==> src/rtl/cntr_pkg.sv <==
// Shared constants and types for the parallel-load up/down counter.
// Direction encoding and the per-edge action decode live here.
package cntr_pkg;

  localparam logic CNT_UP = 1'b1;
  localparam logic CNT_DN = 1'b0;

  typedef enum logic [1:0] {
    ACT_HOLD,
    ACT_CLR,
    ACT_LOAD,
    ACT_STEP
  } act_e;

endpackage

==> src/rtl/cntr_next_val.sv <==
// Next-count arithmetic: terminal detect, wrap target and one-shot hold.
// Purely combinational; the caller decides whether a step happens.
module cntr_next_val
  import cntr_pkg::*;
#(
  parameter int              WIDTH   = 8,
  parameter logic [WIDTH-1:0] MAX_VAL = '1
) (
  input  logic [WIDTH-1:0] count,
  input  logic             up,
  input  logic             oneshot,
  output logic [WIDTH-1:0] next_val,
  output logic             at_term
);

  localparam logic [WIDTH-1:0] ONE = {{(WIDTH-1){1'b0}}, 1'b1};

  logic [WIDTH-1:0] term_val;
  logic [WIDTH-1:0] wrap_val;
  logic [WIDTH-1:0] step_val;

  always_comb begin
    term_val = '0;
    wrap_val = MAX_VAL;
    step_val = count - ONE;
    if (up == CNT_UP) begin
      term_val = MAX_VAL;
      wrap_val = '0;
      step_val = count + ONE;
    end
  end

  assign at_term = (count == term_val);

  always_comb begin
    next_val = step_val;
    if (at_term) begin
      next_val = oneshot ? count : wrap_val;
    end
  end

endmodule

==> src/rtl/sync_par_updn_cntr.sv <==
// Synchronous up/down counter with clear, saturating load, one-shot
// mode, cascade carry, terminal pulse and compare match.
module sync_par_updn_cntr
  import cntr_pkg::*;
#(
  parameter int              WIDTH   = 8,
  parameter logic [WIDTH-1:0] MAX_VAL = '1
) (
  input  logic             clk,
  input  logic             rstn,
  input  logic             clr,
  input  logic             load,
  input  logic             cnt_en,
  input  logic             cin,
  input  logic             up,
  input  logic             oneshot,
  input  logic [WIDTH-1:0] d,
  input  logic [WIDTH-1:0] cmp,
  output logic [WIDTH-1:0] count,
  output logic             cout,
  output logic             tc_pulse,
  output logic             done,
  output logic             match
);

  logic [WIDTH-1:0] count_q, count_d;
  logic             done_q, done_d;
  logic             tc_q, tc_d;

  logic [WIDTH-1:0] next_val;
  logic             at_term;
  logic [WIDTH-1:0] load_val;
  logic             step_ok;
  act_e             act;

  cntr_next_val #(
    .WIDTH   (WIDTH),
    .MAX_VAL (MAX_VAL)
  ) u_next (
    .count    (count_q),
    .up       (up),
    .oneshot  (oneshot),
    .next_val (next_val),
    .at_term  (at_term)
  );

  // Extra MSB keeps the compare meaningful when MAX_VAL is all-ones.
  assign load_val =
    ({1'b0, d} > {1'b0, MAX_VAL}) ? MAX_VAL : d;

  assign step_ok = cnt_en & cin & ~(oneshot & done_q);

  always_comb begin
    act = ACT_HOLD;
    unique case (1'b1)
      clr:                     act = ACT_CLR;
      (~clr & load):           act = ACT_LOAD;
      (~clr & ~load & step_ok): act = ACT_STEP;
      default:                 act = ACT_HOLD;
    endcase
  end

  always_comb begin
    count_d = count_q;
    done_d  = done_q;
    tc_d    = 1'b0;
    unique case (act)
      ACT_CLR: begin
        count_d = '0;
        done_d  = 1'b0;
      end
      ACT_LOAD: begin
        count_d = load_val;
        done_d  = 1'b0;
      end
      ACT_STEP: begin
        count_d = next_val;
        tc_d    = at_term;
        done_d  = done_q | (at_term & oneshot);
      end
      default: ;
    endcase
  end

  always_ff @(posedge clk or negedge rstn) begin
    if (!rstn) begin
      count_q <= '0;
      done_q  <= 1'b0;
      tc_q    <= 1'b0;
    end else begin
      count_q <= count_d;
      done_q  <= done_d;
      tc_q    <= tc_d;
    end
  end

  assign count    = count_q;
  assign done     = done_q;
  assign tc_pulse = tc_q;
  assign cout     = cin & cnt_en & at_term & ~done_q;
  assign match    = (count_q == cmp);

endmodule
==> config.mk <==
export PLATFORM = sky130hd
export DESIGN_NAME = sync_par_updn_cntr
export DESIGN_NICKNAME = d
export VERILOG_FILES = /design/src/rtl/cntr_pkg.sv /design/src/rtl/cntr_next_val.sv /design/src/rtl/sync_par_updn_cntr.sv
export SDC_FILE = /design/constraint.sdc
export NUM_CORES = 1
export LEC_CHECK = 0
export ABC_CLOCK_PERIOD_IN_PS = 3300
export CORE_MARGIN = 2
export CORE_UTILIZATION = 46
export CTS_BUF_LIST = sky130_fd_sc_hd__clkbuf_8 sky130_fd_sc_hd__clkbuf_16
export DETAILED_ROUTE_END_ITERATION = 16
export PLACE_DENSITY = 0.77
export SLEW_MARGIN = 5
export SYNTH_ARGS = -nofsm -noshare
export SYNTH_HDL_FRONTEND = slang
export SYNTH_HIERARCHICAL = 1
export SYNTH_SLANG_ARGS = --single-unit
==> constraint.sdc <==
create_clock -name clk -period 3.3 [get_ports clk]
set_input_delay 0.99 -clock clk [delete_from_list [all_inputs] [get_ports clk]]
set_output_delay 0.99 -clock clk [all_outputs]
set_load 0.02 [all_outputs]
==> summary.txt <==
Outcome
  – Result of the run: complete, no violations

Yosys
  – Xor and xnor fraction of the mapped netlist area: 0.0940
  – Area of the mapped netlist: ~0.0011 mm^2
  – Number of instances in the synthesized netlist: 131
  – Average cell area after synthesis: around 8.5 um^2
  – Flop and latch count out of synthesis: 10
  – Mux contribution to synthesized area: 0.0201
  – Register area share after synthesis: 0.224
  – Total of warnings raised by yosys: 6
  – Compound-Gate Fraction of Synth Area: 0.298
  – Net count after synthesis: about 160
  – Main combinational cell family by area after synthesis: compound AO/OA/AOI/OAI gates
  – Leading area contributor after synthesis: sky130_fd_sc_hd__dfrtp_1
  – Top post-synthesis cells by area: sky130_fd_sc_hd__dfrtp_1, sky130_fd_sc_hd__xnor2_1, sky130_fd_sc_hd__ha_1
  – Share of async-settable or async-resettable flops after synthesis: 1.00
  – Simple-Gate Fraction of Synth Area: 0.164
  – Yosys top cell area share: 0.224
  – Post-synth EDFFs: 0
  – Commonest register cell after synthesis: sky130_fd_sc_hd__dfrtp_1
  – Share of synthesized cell area in full adder, half adder and majority cells: 0.0850
  – Cell variety after synth: 36

GRT
  – Largest net degree at the start of global routing: 27
  – Initial antenna violation count: 0
  – Total grt overflow: 0
  – Via count of the first global-routing pass: 1444
  – Global-route wire length before repair: 6420 um
  – Aggregate global-route resource usage: 0.322

Floorplan
  – Boundary Pins: 36
  – Number of rows created at floorplan: 17
  – Die Span X: between 50 and 60 um
  – Height of the die: 53.3 um
  – Core footprint: 0.00225 mm^2
  – Initial Util: 0.496
  – Die area: ~0.0028 mm^2

Finish
  – Count of nets after finishing: 221
  – Ant. Diodes: 0
  – Share of final-layout standard cells stronger than drive strength 1: 0.249
  – Fin util: 0.785
  – Count of fill cells added during filler insertion: 158
  – Synthesis-to-finish area growth: 58.2%

Setup path
  – Data arrival, critical path: 2.29 ns
  – Delay of the slowest cell on the worst path: 0.35 ns
  – CP Data Required Time: 2.31 ns
  – Critical setup path kind: input port to output port
  – Slowest-stage cell, CP: sky130_fd_sc_hd__or3_4
  – Kind of start point of the critical path: input port
  – Type of destination of the critical path: output port
  – Cells traversed along the worst timing path: buf_6 -> buf_6 -> or3_4 -> a211o_1 -> inv_2 -> nand3_4 -> nor2_4 -> buf_6
  – CP max FO: 4
  – Crit-path most repeated cell: sky130_fd_sc_hd__buf_6

Clock tree
  – Maximum clock insertion buffer count: 2
  – Clk Latency, worst-skew pair: 0.25 ns
  – H-tree depth: 1
  – Number of buffers created by CTS: 3
  – Clock Sinks: 10
  – CTS clk-pin slew, worst paths: approximately 0.05 ns
  – TritonCTS clock tree: yes
  – Root buffer cell: sky130_fd_sc_hd__clkbuf_8

Timing
  – Final count of hold timing violations: 0
  – Clock Skews: 0.00928 ns
  – Final cycle utilization of the critical path: 0.995
  – Time the final worst path needs with I/O delays and setup: 3.28 ns
  – Tightest Pin Transition: 0.914 ns
  – Highest attainable clock frequency: 0.305 GHz
  – Slew headroom: 0.389
  – Setup TNS: 0 ns
  – Max Slew Vio Count: 0
  – Final hold slack: between 0.7 and 0.8 ns
  – Count of final setup violators: 0

Power
  – Share of total power in sequential cells: 0.247
  – Switching share of power: 0.343
  – Power density relative to cell area: 320 mW/mm^2
  – Power share of the combinational group: 0.470
  – Cell Int Power: 0.372 mW
  – Leakage power: roughly 0.7 nW
  – Worst vdd ir: 274 uV
  – Share of total power in the clock network: 0.283
  – Power consumption: 0.566 mW
  – Sw Pwr: 0.194 mW

Placed design
  – Buffers on Ports: 35
  – Final HPWL from detailed placement: 2900 um
  – Final weighted congestion in routability-driven placement: 0.870

Detailed routing
  – Number of DRC markers after the initial detailed-route iteration: 94
  – Met2 routed wirelength: a little over 2000 um
  – Average wire per standard cell: 20.0 um
  – Post-route DRC: 0
  – Routed length on met1: 1540 um
  – Uppermost layer routed: met4
  – Antenna violation net count after detailed routing: 0
  – Detailed-routing iteration count for the pre-antenna-repair pass: 4
  – Average via count per standard cell: 6.55
  – Final wirelength: 4330 um
  – Via count: 1422
  – Met3 wirelength from detailed routing: approximately 440 um

Worst hold path
  – Worst hold-check path type: flop to flop

Run
  – Max cap viols: 0
==> final cells by class <==
type,count,area [um^2],share of cell area
clock buffer,4,55.1,0.0311
inverter,11,43.8,0.0248
multi-input combinational,101,820,0.463
sequential,10,250,0.141
tap,28,35.0,0.0198
timing repair buffer,63,566,0.320
==> cell usage after synthesis (3+ instances only) <==
cell type	number
sky130_fd_sc_hd__nor4_1	9
sky130_fd_sc_hd__inv_1	10
sky130_fd_sc_hd__nand4_1	3
sky130_fd_sc_hd__a2111oi_1	7
sky130_fd_sc_hd__ha_1	6
sky130_fd_sc_hd__dfrtp_1	10
sky130_fd_sc_hd__xnor2_1	11
sky130_fd_sc_hd__a21oi_1	11
sky130_fd_sc_hd__buf_6	4
sky130_fd_sc_hd__nand3_1	3
sky130_fd_sc_hd__a311oi_1	8
sky130_fd_sc_hd__o21ai_0	4
sky130_fd_sc_hd__nand2_1	9
sky130_fd_sc_hd__nor2_1	5
sky130_fd_sc_hd__a211oi_1	5
==> path summary, 6_finish.rpt <==
path	from	endpoint	slack, ns	cells past startpoint
max	up	cout	0.02	8
min in group asynchronous	rstn	count[3]	1.07	1
min	done	done	0.75	2
max in group asynchronous	rstn	tc_pulse	1.90	1
max reg2reg	count[2]	count[7]	0.72	9
min reg2reg	done	done	0.75	2
==> power groups by stage <==
stage | Sequential [mW] | Combinational (mW) | Clock, mW
after global placement | 0.139 | 0.233 | 0
after global routing | 0.140 | 0.281 | 0.169
final | 0.140 | 0.266 | 0.160
after detailed placement | 0.139 | 0.243 | 0
after floorplan | 0.156 | 0.114 | 0
after CTS | 0.138 | 0.249 | 0.157
==> routing by layer <==
layer | GRT usage | up-vias
li1 | - | 626
met1 | 0.360 | 634
met2 | 0.535 | 130
met3 | 0.0706 | 32
met4 | 0.226 | 0
met5 | 0 | -
==> cell families after synthesis <==
kind of cell	Yosys count
AOI/OAI and AO/OA	44
xor gates and xnor gates	12
adders and majority gates	7
and+or+nand+nor	36
buffers and inverters	20
DFF	10
muxes	2
==> stage by stage <==
| stage | cell area (um^2) | worst slack [ns] | std cells |
|---|---|---|---|
| 3_5_place_dp | 1630 | -1.02 | 212 |
| 6_report | 1770 | 0.0179 | 217 |
| 2_1_floorplan | 1130 | -0.0156 | 131 |
| 5_1_grt | 1770 | -0.000698 | 217 |
| 4_1_cts | 1730 | 0.00424 | 216 |
| 3_3_place_gp | 1630 | -0.938 | 212 |
==> state kept, by name (all words and copies together) (netlist names) <==
name      cells
tc_pulse      1
count         8
done          1
==> critical path: cells and delay by family <==
family | cells | cell delay (ns)
AO/OA/AOI/OAI | 1 | 0.31
buffers and inverters | 4 | 0.44
AND/OR/NAND/NOR | 3 | 0.55
==> what timing repair did <==
action                                  4_1_cts  5_1_grt
pin swaps                                     3        2
setup buffers                                 0        1
gates cloned                                  0        0
hold buffers                                  0        0
resized for setup                            20        4
endpoints found under the setup margin        6        2
==> cell usage in the layout, fill, tap and decap left out, types with 2 or more instances in the layout <==
master	n
sky130_fd_sc_hd__nor2_1	4
sky130_fd_sc_hd__mux2_2	2
sky130_fd_sc_hd__a211oi_1	5
sky130_fd_sc_hd__a311oi_1	8
sky130_fd_sc_hd__buf_4	27
sky130_fd_sc_hd__a2111oi_1	7
sky130_fd_sc_hd__nand3_1	2
sky130_fd_sc_hd__o21ai_0	4
sky130_fd_sc_hd__nand2_1	9
sky130_fd_sc_hd__ha_4	4
sky130_fd_sc_hd__inv_1	9
sky130_fd_sc_hd__nand4_1	3
sky130_fd_sc_hd__and2_1	2
sky130_fd_sc_hd__buf_6	3
sky130_fd_sc_hd__a21oi_1	11
sky130_fd_sc_hd__xnor2_1	11
sky130_fd_sc_hd__clkbuf_8	4
sky130_fd_sc_hd__dfrtp_1	10
sky130_fd_sc_hd__ha_1	2
sky130_fd_sc_hd__nor4_1	9
sky130_fd_sc_hd__clkdlybuf4s50_1	32
No activity file was read; power rests on OpenSTA's default activity.
